**src/rtl/button_conditioner.sv**
```systemverilog
// ============================================================================
//  Module   : button_conditioner
//  Brief    : Synchronizes, debounces and edge-detects raw push-button pins.
//             Define AUTOREPEAT_EN to add hold-to-repeat pulses per channel.
//  Revision : 1.0
// ============================================================================
`default_nettype none

module button_conditioner #(
    parameter int N_BUTTONS       = 4,
    parameter int DEBOUNCE_CYCLES = 500000,
    parameter int ACTIVE_LOW      = 1,
    parameter int REPEAT_DELAY    = 50000000,
    parameter int REPEAT_PERIOD   = 10000000
) (
    input  logic                 clk,
    input  logic                 rst,
    input  logic [N_BUTTONS-1:0] button,
    output logic [N_BUTTONS-1:0] btn_level,
    output logic [N_BUTTONS-1:0] btn_press,
    output logic [N_BUTTONS-1:0] btn_release,
    output logic [N_BUTTONS-1:0] btn_repeat
);

    localparam int                 CNT_W            = $clog2(DEBOUNCE_CYCLES);
    localparam logic [CNT_W-1:0]   c_CNT_LAST       = CNT_W'(DEBOUNCE_CYCLES - 1);
    localparam logic [N_BUTTONS-1:0] c_RELEASED_PINS =
        (ACTIVE_LOW != 0) ? {N_BUTTONS{1'b1}} : {N_BUTTONS{1'b0}};

    logic [N_BUTTONS-1:0] r_sync1;
    logic [N_BUTTONS-1:0] r_sync2;
    logic [N_BUTTONS-1:0] w_sample;

    // Reset loads the released pin value so no spurious edge is seen on exit.
    always_ff @(posedge clk) begin
        if (rst) begin
            r_sync1 <= c_RELEASED_PINS;
            r_sync2 <= c_RELEASED_PINS;
        end else begin
            r_sync1 <= button;
            r_sync2 <= r_sync1;
        end
    end

    assign w_sample = r_sync2 ^ c_RELEASED_PINS;

    generate
        for (genvar i = 0; i < N_BUTTONS; i++) begin : g_chan
            logic             w_s;
            logic             w_differs;
            logic             w_terminal;
            logic [CNT_W-1:0] r_cnt;
            logic             r_lvl;
            logic             r_prs;
            logic             r_rel;

            assign w_s        = w_sample[i];
            assign w_differs  = (w_s != r_lvl);
            assign w_terminal = (r_cnt == c_CNT_LAST);

            // Any sample agreeing with the accepted level restarts the count.
            always_ff @(posedge clk) begin
                if (rst) begin
                    r_cnt <= '0;
                    r_lvl <= 1'b0;
                    r_prs <= 1'b0;
                    r_rel <= 1'b0;
                end else begin
                    r_prs <= 1'b0;
                    r_rel <= 1'b0;
                    if (!w_differs) begin
                        r_cnt <= '0;
                    end else if (w_terminal) begin
                        r_cnt <= '0;
                        r_lvl <= w_s;
                        r_prs <= w_s;
                        r_rel <= ~w_s;
                    end else begin
                        r_cnt <= r_cnt + 1'b1;
                    end
                end
            end

            assign btn_level[i]   = r_lvl;
            assign btn_press[i]   = r_prs;
            assign btn_release[i] = r_rel;

`ifdef AUTOREPEAT_EN
            localparam int HC_W = (REPEAT_DELAY  > 1) ? $clog2(REPEAT_DELAY)  : 1;
            localparam int PC_W = (REPEAT_PERIOD > 1) ? $clog2(REPEAT_PERIOD) : 1;
            localparam logic [HC_W-1:0] c_HC_LAST = HC_W'(REPEAT_DELAY - 1);
            localparam logic [PC_W-1:0] c_PC_LAST = PC_W'(REPEAT_PERIOD - 1);

            logic            w_press_evt;
            logic            w_release_evt;
            logic [HC_W-1:0] r_hc;
            logic [PC_W-1:0] r_pc;
            logic            r_periodic;
            logic            r_rpt;

            assign w_press_evt   = w_differs & w_terminal & w_s;
            assign w_release_evt = w_differs & w_terminal & ~w_s;

            // Initial delay runs on r_hc, then r_pc paces the periodic pulses.
            always_ff @(posedge clk) begin
                if (rst) begin
                    r_hc       <= '0;
                    r_pc       <= '0;
                    r_periodic <= 1'b0;
                    r_rpt      <= 1'b0;
                end else begin
                    r_rpt <= 1'b0;
                    if (!r_lvl || w_press_evt || w_release_evt) begin
                        r_hc       <= '0;
                        r_pc       <= '0;
                        r_periodic <= 1'b0;
                    end else if (!r_periodic) begin
                        if (r_hc == c_HC_LAST) begin
                            r_rpt      <= 1'b1;
                            r_periodic <= 1'b1;
                            r_pc       <= '0;
                        end else begin
                            r_hc <= r_hc + 1'b1;
                        end
                    end else begin
                        if (r_pc == c_PC_LAST) begin
                            r_rpt <= 1'b1;
                            r_pc  <= '0;
                        end else begin
                            r_pc <= r_pc + 1'b1;
                        end
                    end
                end
            end

            assign btn_repeat[i] = r_rpt;
`endif
        end
    endgenerate

`ifndef AUTOREPEAT_EN
    assign btn_repeat = '0;
`endif

endmodule

`default_nettype wire
```
**config.mk**
```make
export PLATFORM = sky130hd
export DESIGN_NAME = button_conditioner
export DESIGN_NICKNAME = d
export VERILOG_FILES = /design/src/rtl/button_conditioner.sv
export SDC_FILE = /design/constraint.sdc
export NUM_CORES = 1
export LEC_CHECK = 0
export CORE_MARGIN = 2
export CORE_UTILIZATION = 60
export DETAILED_ROUTE_END_ITERATION = 8
export PLACE_DENSITY = 0.8
export SYNTH_ARGS = -nofsm -noshare
export SYNTH_HDL_FRONTEND = slang
export SYNTH_SLANG_ARGS = --single-unit
```
**constraint.sdc**
```tcl
create_clock -name clk -period 5.8 [get_ports clk]
set_input_delay 1.45 -clock clk [delete_from_list [all_inputs] [get_ports clk]]
set_output_delay 1.45 -clock clk [all_outputs]
set_load 0.01 [all_outputs]
```
==> flow_summary.json <==
{
  "clk_latency_ns": 0.36,
  "synth_top_area_share_pct": 46.28,
  "synth_ff_type": "dfxtp_1",
  "ys_seq_elements": 96,
  "cts_made_buffers": 9,
  "pwr-share-clk_pct": 38.7,
  "synthTopCellsByArea": "dfxtp_1 (46%), nor2_1 (6.1%), xnor2_1 (5.9%)",
  "grt_max_degree": 20,
  "met3_usage_pct": 2.844,
  "vias": 3216,
  "fp-row-count": 30,
  "hold_violations": 0,
  "die_y_um": 87.20,
  "r2r_start": "g_chan[2].r_cnt[6]",
  "synth_top_area_cell": "dfxtp_1",
  "worst_pin_slew_ns": 0.6432,
  "final_nets": 483,
  "met2_usage_pct": 34.28,
  "diodes": 0,
  "syn_area_um2": 4153,
  "tns_ns": 0,
  "worstPathRequired_ns": 6.03,
  "r2r_end": "g_chan[2].r_cnt[17]",
  "slew_viol_final": 0,
  "cts_setup_buffers": 0,
  "io_buffers": 17,
  "drc": 0,
  "run_status": "finished, final reports clean",
  "peakVddDrop_v": 0.0001737,
  "viasPerCell": 5.763,
  "synthTopCellsByCount": "dfxtp_1 (96), nor2_1 (67), nand3_1 (35)",
  "worstPathMaxFanout": 18,
  "die-width_um": 87.20,
  "cts.sinks": 96,
  "period_share_pct": 50.18,
  "cts_hold_buf": 0,
  "hold_path_end": "r_sync2[0]",
  "worstRegToRegCells": 4,
  "drive_above_1_share_pct": 6.485,
  "place_congestion": 0.8155,
  "cts.repair.resized": 0,
  "synthMostInstantiatedCell": "dfxtp_1",
  "cts_tree": "done",
  "path_clk_slew_ns": 0.09,
  "ios": 22,
  "cts_buffer_depth": 2,
  "postSynth.asyncResetShare_pct": 0,
  "start_util_pct": 61.46,
  "synth_area_per_cell_um2": 8.761,
  "core_area_um2": 6756,
  "min_from": "r_sync1[0]",
  "cts_htree_levels": 3,
  "pwr-share-comb_pct": 1.4,
  "sw_frac_of_total_pct": 21.88,
  "grt_antenna_before_repair": 0,
  "critPathCaptureType": "register",
  "crit_path_start_kind": "primary input",
  "drt_iter0_markers": 101,
  "fillCellCount": 568,
  "finalCriticalPeriod_ns": 2.910,
  "seqPwrFrac_pct": 59.8,
  "seq_area_frac_synth_pct": 46.28,
  "firstDrtPassIters": 4,
  "grt-ovfl-total": 0,
  "yosysWarningCount": 0,
  "synth_cell_type_count": 37,
  "grt_first_pass_wirelength_um": 12300,
  "crit_type": "in -> reg",
  "grt-busiest-layer": "met2",
  "worstHoldPathCells": 1,
  "drt_wl_total_um": 7227,
  "hp-class": "reg -> reg",
  "cts-root-buf": "clkbuf_8",
  "grt_usage_pct": 19.99,
  "leakagePower_nw": 1.404,
  "die_area_um2": 7603,
  "postRouteAntennaNets": 0,
  "rsz0062_at_grt": "false",
  "clock_skew_ns": 0.009024,
  "place_hpwl_um": 4989,
  "timing.fmax_mhz": 343.6,
  "p_int_mw": 0.8676,
  "area_growth_pct": 7.050,
  "use_met1_pct": 25.21,
  "reg2reg_slack_ns": 3.75,
  "fin_util_pct": 65.80,
  "synth_edf_count": 0,
  "slew_headroom_pct": 56.73,
  "p_switching_mw": 0.2430,
  "syn_inst": 474,
  "p_per_area_nw_per_um2": 249.8,
  "setup_violations": 0,
  "maxCapViolations": 0,
  "wl_per_cell_um": 12.95,
  "arrival_ns": 3.14,
  "grt_pass1_vias": 2868
}
[through the flow]
stage / cells / setup WS (ns) / hold WS (ns) / total power, mW / area (um^2)
after floorplan: 477 / 3.154 / 0.3895 / 0.6925 / 4164
after global placement: 542 / 2.628 / 0.3933 / 0.6951 / 4249
after detailed placement: 542 / 2.535 / 0.3983 / 0.6959 / 4249
after CTS: 558 / 2.900 / 0.4201 / 1.120 / 4446
after global routing: 558 / 2.737 / 0.4350 / 1.146 / 4446
final: 558 / 2.890 / 0.4158 / 1.111 / 4446
[cells by family after synthesis]
kind of cell,synth area share [%]
buf+inv,5.815
compound gates,6.960
flops,46.28
fa+ha+maj,1.205
xor+xnor,11.18
other cells,0.09030
simple gates,28.47
[cells in the final DEF, fill, tap and decap left out, drive strengths merged, types with 9 or more instances in the layout]
cell type       n
or2             9
nand2          20
nor3           10
and3           14
clkbuf          9
nand4          17
xnor2          28
o21ai          12
dfxtp          96
nor4           13
inv            15
nor2           67
or3            12
a21oi          23
nand3          35
clkdlybuf4s50  17
xor2           25
[critical path, cell delays in order]
cell,delay (ns)
clkdlybuf4s50_1,0.83
nand2b_1,0.28
a21o_1,0.47
nor2_1,0.10
[layer usage]
layer  share of wire, %  wire (um)  up-vias
met4                1.7        125        0
met2                 48       3476       44
met1                 48       3446     1537
li1                   -          -     1625
met3                2.5        178       10
met5                  0          0        -
[worst max-delay path by stage]
stage / from / endpoint / cells past startpoint
after CTS: rst / g_chan[2].r_cnt[3] / 4
after detailed placement: rst / g_chan[2].r_cnt[6] / 4
final: rst / g_chan[2].r_cnt[3] / 4
after global routing: rst / g_chan[2].r_cnt[10] / 4
after global placement: rst / g_chan[2].r_cnt[14] / 4
after floorplan: rst / g_chan[2].r_cnt[10] / 6
[power groups by stage]
| stage | Sequential (mW) | Combinational [mW] | Clock [mW] |
|---|---|---|---|
| after floorplan | 0.679 | 0.0132 | 0 |
| after global placement | 0.680 | 0.0153 | 0 |
| after detailed placement | 0.680 | 0.0159 | 0 |
| after CTS | 0.665 | 0.0160 | 0.440 |
| after global routing | 0.665 | 0.0178 | 0.463 |
| final | 0.664 | 0.0158 | 0.430 |
[registers in the layout (all words and copies together), names as in the netlist]
name          cells
r_sync2           4
r_sync1           4
g_chan.r_lvl      4
g_chan.r_cnt     76
g_chan.r_prs      4
g_chan.r_rel      4
[cell type report]
class                      instances  area [um^2]  share of cell area, %
timing repair buffer              17        170.2                  3.828
multi-input combinational        334         2001                  45.00
inverter                          15        56.30                  1.267
sequential                        96         1922                  43.23
tap                               80        100.1                  2.252
clock buffer                       9        123.9                  2.786
clock inverter                     7        72.57                  1.632
Power figures use the tool's default switching activity.
